$ cat config.mk
export PLATFORM = sky130hd
export DESIGN_NAME = match_logger_flat
export DESIGN_NICKNAME = d
export VERILOG_FILES = /design/src/rtl/match_logger_if.sv /design/src/rtl/match_logger.sv /design/src/flat_wrapper.sv
export SDC_FILE = /design/constraint.sdc
export NUM_CORES = 1
export LEC_CHECK = 0
export ABC_AREA = 1
export BUFFER_PORTS_ARGS = -buffer_cell sky130_fd_sc_hd__buf_4
export CAP_MARGIN = 20
export CORE_ASPECT_RATIO = 1.75
export CORE_MARGIN = 3
export CORE_UTILIZATION = 60
export CTS_CLUSTER_DIAMETER = 80
export DETAILED_ROUTE_END_ITERATION = 12
export GPL_TIMING_DRIVEN = 0
export PLACE_DENSITY = 0.87
export REMOVE_ABC_BUFFERS = 1
export SLEW_MARGIN = 0
export SYNTH_ARGS = -nofsm -noshare
export SYNTH_HDL_FRONTEND = slang
export SYNTH_SLANG_ARGS = --single-unit
$ cat constraint.sdc
create_clock -name CLK -period 5.8 [get_ports CLK]
set_clock_uncertainty 0.15 [all_clocks]
set_input_delay 1.16 -clock CLK [delete_from_list [all_inputs] [get_ports CLK]]
set_output_delay 1.16 -clock CLK [all_outputs]
set_load 0.02 [all_outputs]
$ cat src/rtl/match_logger_if.sv
// Record stream from the match logger to the host-side reader.
// Ports: OUT_VLD/OUT_POS/OUT_STATE driven by the logger (master), OUT_READY by the reader (slave).
// Plain valid/ready: a record moves on every cycle where OUT_VLD and OUT_READY are both high.
interface match_logger_if #(
  parameter int POS_W   = 16,
  parameter int STATE_W = 8
);
  logic               OUT_VLD;
  logic               OUT_READY;
  logic [POS_W-1:0]   OUT_POS;
  logic [STATE_W-1:0] OUT_STATE;

  modport master (
    output OUT_VLD,
    output OUT_POS,
    output OUT_STATE,
    input  OUT_READY
  );

  modport slave (
    input  OUT_VLD,
    input  OUT_POS,
    input  OUT_STATE,
    output OUT_READY
  );
endinterface

$ cat src/rtl/match_logger.sv
// sync_fifo: generic first-word-fall-through FIFO with an explicit occupancy count.
// Latency: a write is visible at rd_dat/rd_vld one cycle later; a pop advances the head at the next edge.
// Backpressure: wr_rdy drops when full unless a pop happens in the same cycle.
//
// Ports:
//   clk, rst     clock and synchronous active-high reset
//   clr          synchronous clear; writes and pops in the clear cycle are ignored
//   wr_vld/_rdy  write handshake, wr_dat is the entry to append
//   rd_vld/_rdy  head handshake, rd_dat is the head entry (garbage while rd_vld=0)
//   level        number of stored entries, 0..DEPTH
module sync_fifo #(
  parameter int WIDTH = 8,
  parameter int DEPTH = 16
) (
  input  logic                   clk,
  input  logic                   rst,
  input  logic                   clr,
  input  logic                   wr_vld,
  input  logic [WIDTH-1:0]       wr_dat,
  output logic                   wr_rdy,
  output logic                   rd_vld,
  input  logic                   rd_rdy,
  output logic [WIDTH-1:0]       rd_dat,
  output logic [$clog2(DEPTH):0] level
);
  localparam int AW = $clog2(DEPTH);
  localparam logic [AW:0] FULL_LVL = (AW+1)'(DEPTH);

  logic [WIDTH-1:0] mem [DEPTH];
  logic [AW-1:0]    wr_ptr;
  logic [AW-1:0]    rd_ptr;
  logic [AW:0]      level_q;
  logic             do_wr;
  logic             do_rd;

  assign rd_vld = (level_q != '0);
  assign do_rd  = rd_vld && rd_rdy && !clr;
  // A pop in the same cycle frees the slot being written, so a full FIFO
  // still takes the write.
  assign wr_rdy = (level_q != FULL_LVL) || do_rd;
  assign do_wr  = wr_vld && wr_rdy && !clr;

  // Pointers wrap naturally at DEPTH (power of two); occupancy is counted
  // separately so full and empty stay distinguishable.
  always_ff @(posedge clk) begin
    if (rst || clr) begin
      wr_ptr  <= '0;
      rd_ptr  <= '0;
      level_q <= '0;
    end else begin
      if (do_wr) wr_ptr <= wr_ptr + AW'(1);
      if (do_rd) rd_ptr <= rd_ptr + AW'(1);
      case ({do_wr, do_rd})
        2'b10:   level_q <= level_q + (AW+1)'(1);
        2'b01:   level_q <= level_q - (AW+1)'(1);
        default: level_q <= level_q;
      endcase
    end
  end

  // Storage carries no reset; validity is tracked by level_q alone.
  always_ff @(posedge clk) begin
    if (do_wr) mem[wr_ptr] <= wr_dat;
  end

  assign rd_dat = mem[rd_ptr];
  assign level  = level_q;
endmodule

// match_logger: logs {position, state} for every match from the Aho-Corasick stage.
// Latency: a match accepted in cycle N is at the head (OUT_VLD=1) from cycle N+1.
// Backpressure: OUT_READY low fills the FIFO; matches that find it full are dropped and set OVF.
//
// Ports:
//   CLK, RST    clock and synchronous active-high reset (priority over everything)
//   CLR         synchronous clear of position, FIFO, match counter and overflow flag
//   CHAR_EN     one pulse per character consumed; advances the position counter
//   MATCH_VLD   strobe qualifying MATCH and STATE_DATA
//   MATCH       match flag; an event is MATCH_VLD && MATCH
//   STATE_DATA  automaton state logged with the match
//   out_if      record stream to the reader (OUT_VLD/OUT_READY/OUT_POS/OUT_STATE)
//   MATCH_CNT   saturating count of all match events, dropped ones included
//   LEVEL       FIFO occupancy; FULL when LEVEL == DEPTH
//   OVF         sticky: at least one record was dropped
module match_logger #(
  parameter int DEPTH   = 16,
  parameter int POS_W   = 16,
  parameter int STATE_W = 8
) (
  input  logic                   CLK,
  input  logic                   RST,
  input  logic                   CLR,
  input  logic                   CHAR_EN,
  input  logic                   MATCH_VLD,
  input  logic                   MATCH,
  input  logic [STATE_W-1:0]     STATE_DATA,
  match_logger_if.master         out_if,
  output logic [15:0]            MATCH_CNT,
  output logic [$clog2(DEPTH):0] LEVEL,
  output logic                   FULL,
  output logic                   OVF
);
  localparam int LW = $clog2(DEPTH) + 1;

  typedef struct packed {
    logic [POS_W-1:0]   pos;
    logic [STATE_W-1:0] state;
  } rec_t;

  logic [POS_W-1:0] pos_q;
  logic [15:0]      cnt_q;
  logic             ovf_q;
  logic             match_ev;
  logic             fifo_wr_rdy;
  logic             fifo_rd_vld;
  rec_t             wr_rec;
  rec_t             head_rec;

  assign match_ev = MATCH_VLD && MATCH;

  // The record takes the position before any same-cycle CHAR_EN increment,
  // i.e. the registered value.
  assign wr_rec = '{pos: pos_q, state: STATE_DATA};

  sync_fifo #(
    .WIDTH ($bits(rec_t)),
    .DEPTH (DEPTH)
  ) u_fifo (
    .clk    (CLK),
    .rst    (RST),
    .clr    (CLR),
    .wr_vld (match_ev),
    .wr_dat (wr_rec),
    .wr_rdy (fifo_wr_rdy),
    .rd_vld (fifo_rd_vld),
    .rd_rdy (out_if.OUT_READY),
    .rd_dat (head_rec),
    .level  (LEVEL)
  );

  // fifo_wr_rdy sees OUT_READY combinationally, but it only reaches the
  // outside world through ovf_q, so OUT_READY has no path to any output.
  always_ff @(posedge CLK) begin
    if (RST || CLR) begin
      pos_q <= '0;
      cnt_q <= '0;
      ovf_q <= 1'b0;
    end else begin
      if (CHAR_EN) pos_q <= pos_q + POS_W'(1);
      if (match_ev && (cnt_q != 16'hFFFF)) cnt_q <= cnt_q + 16'd1;
      if (match_ev && !fifo_wr_rdy) ovf_q <= 1'b1;
    end
  end

  // Head fields are forced to zero while empty so the unreset storage never
  // shows through after reset.
  assign out_if.OUT_VLD   = fifo_rd_vld;
  assign out_if.OUT_POS   = fifo_rd_vld ? head_rec.pos   : '0;
  assign out_if.OUT_STATE = fifo_rd_vld ? head_rec.state : '0;

  assign MATCH_CNT = cnt_q;
  assign FULL      = (LEVEL == LW'(DEPTH));
  assign OVF       = ovf_q;
endmodule
$ cat src/flat_wrapper.sv
// flat-port wrapper written by rule: the top's interface ports become plain ports
module match_logger_flat 
#(
  parameter int DEPTH   = 16,
  parameter int POS_W   = 16,
  parameter int STATE_W = 8
)
  (CLK, RST, CLR, CHAR_EN, MATCH_VLD, MATCH, STATE_DATA, MATCH_CNT, LEVEL, FULL, OVF, out_if_OUT_VLD, out_if_OUT_POS, out_if_OUT_STATE, out_if_OUT_READY);
  match_logger_if #(.POS_W(POS_W), .STATE_W(STATE_W)) out_if_i ();
  input  logic CLK;
  input  logic RST;
  input  logic CLR;
  input  logic CHAR_EN;
  input  logic MATCH_VLD;
  input  logic MATCH;
  input  logic [STATE_W-1:0] STATE_DATA;
  output logic [15:0] MATCH_CNT;
  output logic [$clog2(DEPTH):0] LEVEL;
  output logic FULL;
  output logic OVF;
  output wire logic [$bits(out_if_i.OUT_VLD)-1:0] out_if_OUT_VLD;
  output wire logic [$bits(out_if_i.OUT_POS)-1:0] out_if_OUT_POS;
  output wire logic [$bits(out_if_i.OUT_STATE)-1:0] out_if_OUT_STATE;
  input wire logic [$bits(out_if_i.OUT_READY)-1:0] out_if_OUT_READY;
  assign out_if_OUT_VLD = out_if_i.OUT_VLD;
  assign out_if_OUT_POS = out_if_i.OUT_POS;
  assign out_if_OUT_STATE = out_if_i.OUT_STATE;
  assign out_if_i.OUT_READY = out_if_OUT_READY;
  match_logger #(.DEPTH(DEPTH), .POS_W(POS_W), .STATE_W(STATE_W)) u_core (.CLK(CLK), .RST(RST), .CLR(CLR), .CHAR_EN(CHAR_EN), .MATCH_VLD(MATCH_VLD), .MATCH(MATCH), .STATE_DATA(STATE_DATA), .out_if(out_if_i), .MATCH_CNT(MATCH_CNT), .LEVEL(LEVEL), .FULL(FULL), .OVF(OVF));
endmodule
==> out/summary.md <==
The flow ran to the end, and the final reports show no timing, DRC or antenna violations. For the remaining global-route overflow, the log shows 0. No sink is reached through more buffers than the 3 on the longest clock path. In this run the register-to-register setup slack is 2910 ps.

Data on the critical path is required at its endpoint by 4490 ps. The sequential-to-total area share from yosys stat was 69.6%; the number of instances in the synthesized netlist was 1674. Data on the critical path arrives at its endpoint at 3720 ps.

In the final timing run, aggregate negative setup slack is 0 ps. The analysis attributes to cell leakage a power of 7.44 nW. In the routed design, unresolved DRC markers number 0. After the first detailed-routing iteration, the DRC count stood at 2282. The die covers 0.0322 sq mm. The critical path is of the flip-flop to output port type.

The final count of pins violating max slew is 0. The number of synthesized register bits was 434. The worst setup path is launched from a flip-flop. The worst-case vdd ir drop was 0.000207 V.

Worst-case setup slack after placement: 1380 ps. Dividing the detail-routed wire length by the instance count gives 21.9 um. After detailed routing, the number of vias per cell comes to 6.31.

TritonCTS created 36 clock buffers. 0 antenna diodes ended up in the layout. 63 I/O pins were placed. Of all nets on the critical path, the largest fanout is 105. Of the available clock period, the critical path in the final layout requires 86.8%.

The area growth from synthesis to layout is 13.9%. The register clock-pin slew on the reported worst setup and hold paths is 70 ps, and the count of endpoints failing hold in the final timing report is 0. The via count of the first global-routing pass was 13.7k. Setup repair after global routing left no endpoint under its margin. The H-tree was split into 2 levels. Static timing analysis puts the maximum clock frequency at 0.199 GHz. Cell at the root of the clock tree: sky130_fd_sc_hd__clkbuf_16.

For this run, the number of standard cells in the final layout without fillers is 2121. In this run, distinct cell masters in the synthesized netlist total 33. Once routing completed, OpenROAD measured the worst setup slack at 766 ps. The class of the tightest hold or removal check is flip-flop to flip-flop. The detailed-routing iteration count for the pre-antenna-repair pass was 6. The post-route antenna net violation count is 0.

The floorplan has 83 rows. Floorplan die width: 137 um. The Yosys step of the flow raised 0 warnings. For the clock latency on the worst-skew pair, the log shows 520 ps. Routability-driven placement finished with a final weighted congestion of 0.835. The number of buffers added on ports was 62. The first global-routing pass estimated 71500 um of wire. CTS saw 434 sinks. The initial utilization of the core area, before any placement, comes to 61.1%. The post-CTS resize count was 0. Dividing total power by cell area gives a power density of 297 mW/mm^2. The number of maximum-capacitance violations came out at 0.

The number of antenna violations at the first check in global routing came out at 0. The run gives 0 as the count of endpoints failing setup in the final report. The final route contains 13.4k vias. The tools report the final worst hold slack as 332 ps. Endpoint class of the critical path: an output port. The average instance area after synthesis is 10.8 sq um, and the floorplan core area is 0.0295 sq mm. The worst pin sits at a relative slew slack of 35.3%.

The post-layout minimum cycle time is 5030 ps. The routed design has 46500 um of wire. Number of nets in the layout: 1739. After clock tree synthesis, the flow added hold-fix buffers numbering 0.

At the pin with the least slew margin, the transition time is 969 ps. Of the cells placed in the final design, the portion with a size suffix greater than 1 is 10.4%. Entering global routing, the biggest net connects 106 pins. Total placed cells including tap cells: 2057. In this run the post-CTS setup repair buffer count came out at 0.

Global routing used 28.7% of the available tracks. From bottom edge to top edge, the die measures 235 um. The run gives 0.0180 sq mm as the combined area of all synthesized cells. TritonCTS built the clock tree.

The half-perimeter wire length after placement was 25300 um.
area by class of cell:
type | instances | area [sq um]
sequential | 434 | 12500
fill | 1775 | 8970
multi-input combinational | 1098 | 4990
timing repair buffer | 87 | 1100
clock buffer | 44 | 962
tap | 382 | 478
clock inverter | 20 | 231
inverter | 56 | 218
state kept, by name, summed over array words and instances, names as in the netlist, named ones only:
signal and cells:
u_core.u_fifo.mem 384, u_core.pos_q 16, u_core.u_fifo.wr_ptr 4, u_core.u_fifo.level 5
u_core.u_fifo.rd_ptr 4, u_core.OVF 1, u_core.MATCH_CNT 16
report_power, final:
group          switching, mW  total, mW  leakage (nW)  internal (mW)
Combinational          0.154      0.227          3.03         0.0728
Clock                   1.07       2.48         0.573           1.41
Sequential            0.0115       3.39          3.84           3.37
Total                   1.24       6.10          7.44           4.86
synthesized netlist by cell type:
| cell | number | area share (%) |
|---|---|---|
| sky130_fd_sc_hd__inv_2 | 2 | 0.042 |
| sky130_fd_sc_hd__nor2_2 | 3 | 0.10 |
| sky130_fd_sc_hd__ha_1 | 11 | 0.76 |
| sky130_fd_sc_hd__nor3_1 | 8 | 0.22 |
| sky130_fd_sc_hd__a211oi_1 | 1 | 0.042 |
| sky130_fd_sc_hd__nor4_1 | 1 | 0.035 |
| sky130_fd_sc_hd__nand3_2 | 1 | 0.056 |
| sky130_fd_sc_hd__o211ai_2 | 1 | 0.069 |
| sky130_fd_sc_hd__a21boi_2 | 1 | 0.062 |
| sky130_fd_sc_hd__nor3_2 | 1 | 0.056 |
| sky130_fd_sc_hd__a21oi_1 | 54 | 1.5 |
| sky130_fd_sc_hd__buf_4 | 1 | 0.042 |
| sky130_fd_sc_hd__inv_1 | 54 | 1.1 |
| sky130_fd_sc_hd__xor2_1 | 7 | 0.34 |
| sky130_fd_sc_hd__nand3_1 | 307 | 8.5 |
| sky130_fd_sc_hd__buf_2 | 54 | 1.5 |
| sky130_fd_sc_hd__a21boi_0 | 1 | 0.042 |
| sky130_fd_sc_hd__edfxtp_1 | 384 | 64 |
| sky130_fd_sc_hd__nor2_1 | 63 | 1.3 |
| sky130_fd_sc_hd__buf_1 | 8 | 0.17 |
| sky130_fd_sc_hd__nand4_1 | 6 | 0.21 |
| sky130_fd_sc_hd__dfxtp_1 | 50 | 5.6 |
| sky130_fd_sc_hd__clkbuf_1 | 22 | 0.46 |
| sky130_fd_sc_hd__buf_6 | 1 | 0.062 |
| sky130_fd_sc_hd__nand2_1 | 601 | 13 |
| sky130_fd_sc_hd__o21a_1 | 1 | 0.042 |
| sky130_fd_sc_hd__o21ai_0 | 13 | 0.36 |
| sky130_fd_sc_hd__o21ai_2 | 1 | 0.049 |
| sky130_fd_sc_hd__nand2_2 | 3 | 0.10 |
| sky130_fd_sc_hd__a21oi_2 | 5 | 0.24 |
| sky130_fd_sc_hd__o21bai_1 | 1 | 0.042 |
| sky130_fd_sc_hd__xnor2_1 | 6 | 0.29 |
| sky130_fd_sc_hd__nor2_4 | 1 | 0.062 |
logic make-up after synthesis:
kind of cell / after synthesis / synth area share, %
xor gates and xnor gates: 13 / 0.632
buffers and inverters: 142 / 3.40
DFF: 434 / 69.6
AOI/OAI and AO/OA: 79 / 2.45
adders and majority gates: 11 / 0.764
and+or+nand+nor: 995 / 23.2
stage by stage:
step | util (%) | total power [mW] | instance area, sq um
after floorplan | - | 3.58 | 17600
after global placement | 62.9 | 3.67 | 18600
after detailed placement | 65.6 | 3.68 | 19300
after CTS | 69.6 | 6.09 | 20500
after global routing | 69.6 | 6.22 | 20500
final | 69.6 | 6.10 | 20500
layout by cell type (no fill, tap or decap), drive strengths merged, types with 5 or more instances in the layout:
cell type / n
o21ai: 14
buf: 87
edfxtp: 384
ha: 11
xnor2: 6
nand4: 6
clkinv: 10
bufinv: 5
nor2: 67
xor2: 7
nand3: 308
inv: 57
a21oi: 59
nand2: 604
dfxtp: 50
nor3: 9
clkbuf: 44
worst max-delay path: stages (launching register included):
cell	delay, ps
sky130_fd_sc_hd__dfxtp_4	540
sky130_fd_sc_hd__buf_16	300
sky130_fd_sc_hd__buf_16	260
sky130_fd_sc_hd__inv_6	510
sky130_fd_sc_hd__buf_16	420
sky130_fd_sc_hd__nand2_1	120
sky130_fd_sc_hd__nand3_1	90
sky130_fd_sc_hd__nand3_1	90
sky130_fd_sc_hd__nand2_1	120
sky130_fd_sc_hd__nand2_1	70
sky130_fd_sc_hd__a21oi_1	340
sky130_fd_sc_hd__buf_4	220
worst paths after layout:
kind,startpoint,to,cells after the start
max,flip-flop,out_if_OUT_POS[2],11
min,u_core.OVF,u_core.OVF,1
max reg2reg,u_core.u_fifo.level[1],u_core.u_fifo.level[4],17
min reg2reg,u_core.OVF,u_core.OVF,1
metal layers:
layer / GRT usage [%] / vias to the layer above / wire (um)
met3: 4.83 / 200 / 5300
met4: 15.3 / 0 / 2270
met5: 0 / - / 0
met1: 35.0 / 6326 / 15100
li1: - / 5817 / -
met2: 48.3 / 1043 / 23900
Note: power is estimated with default switching activity, not from simulation.
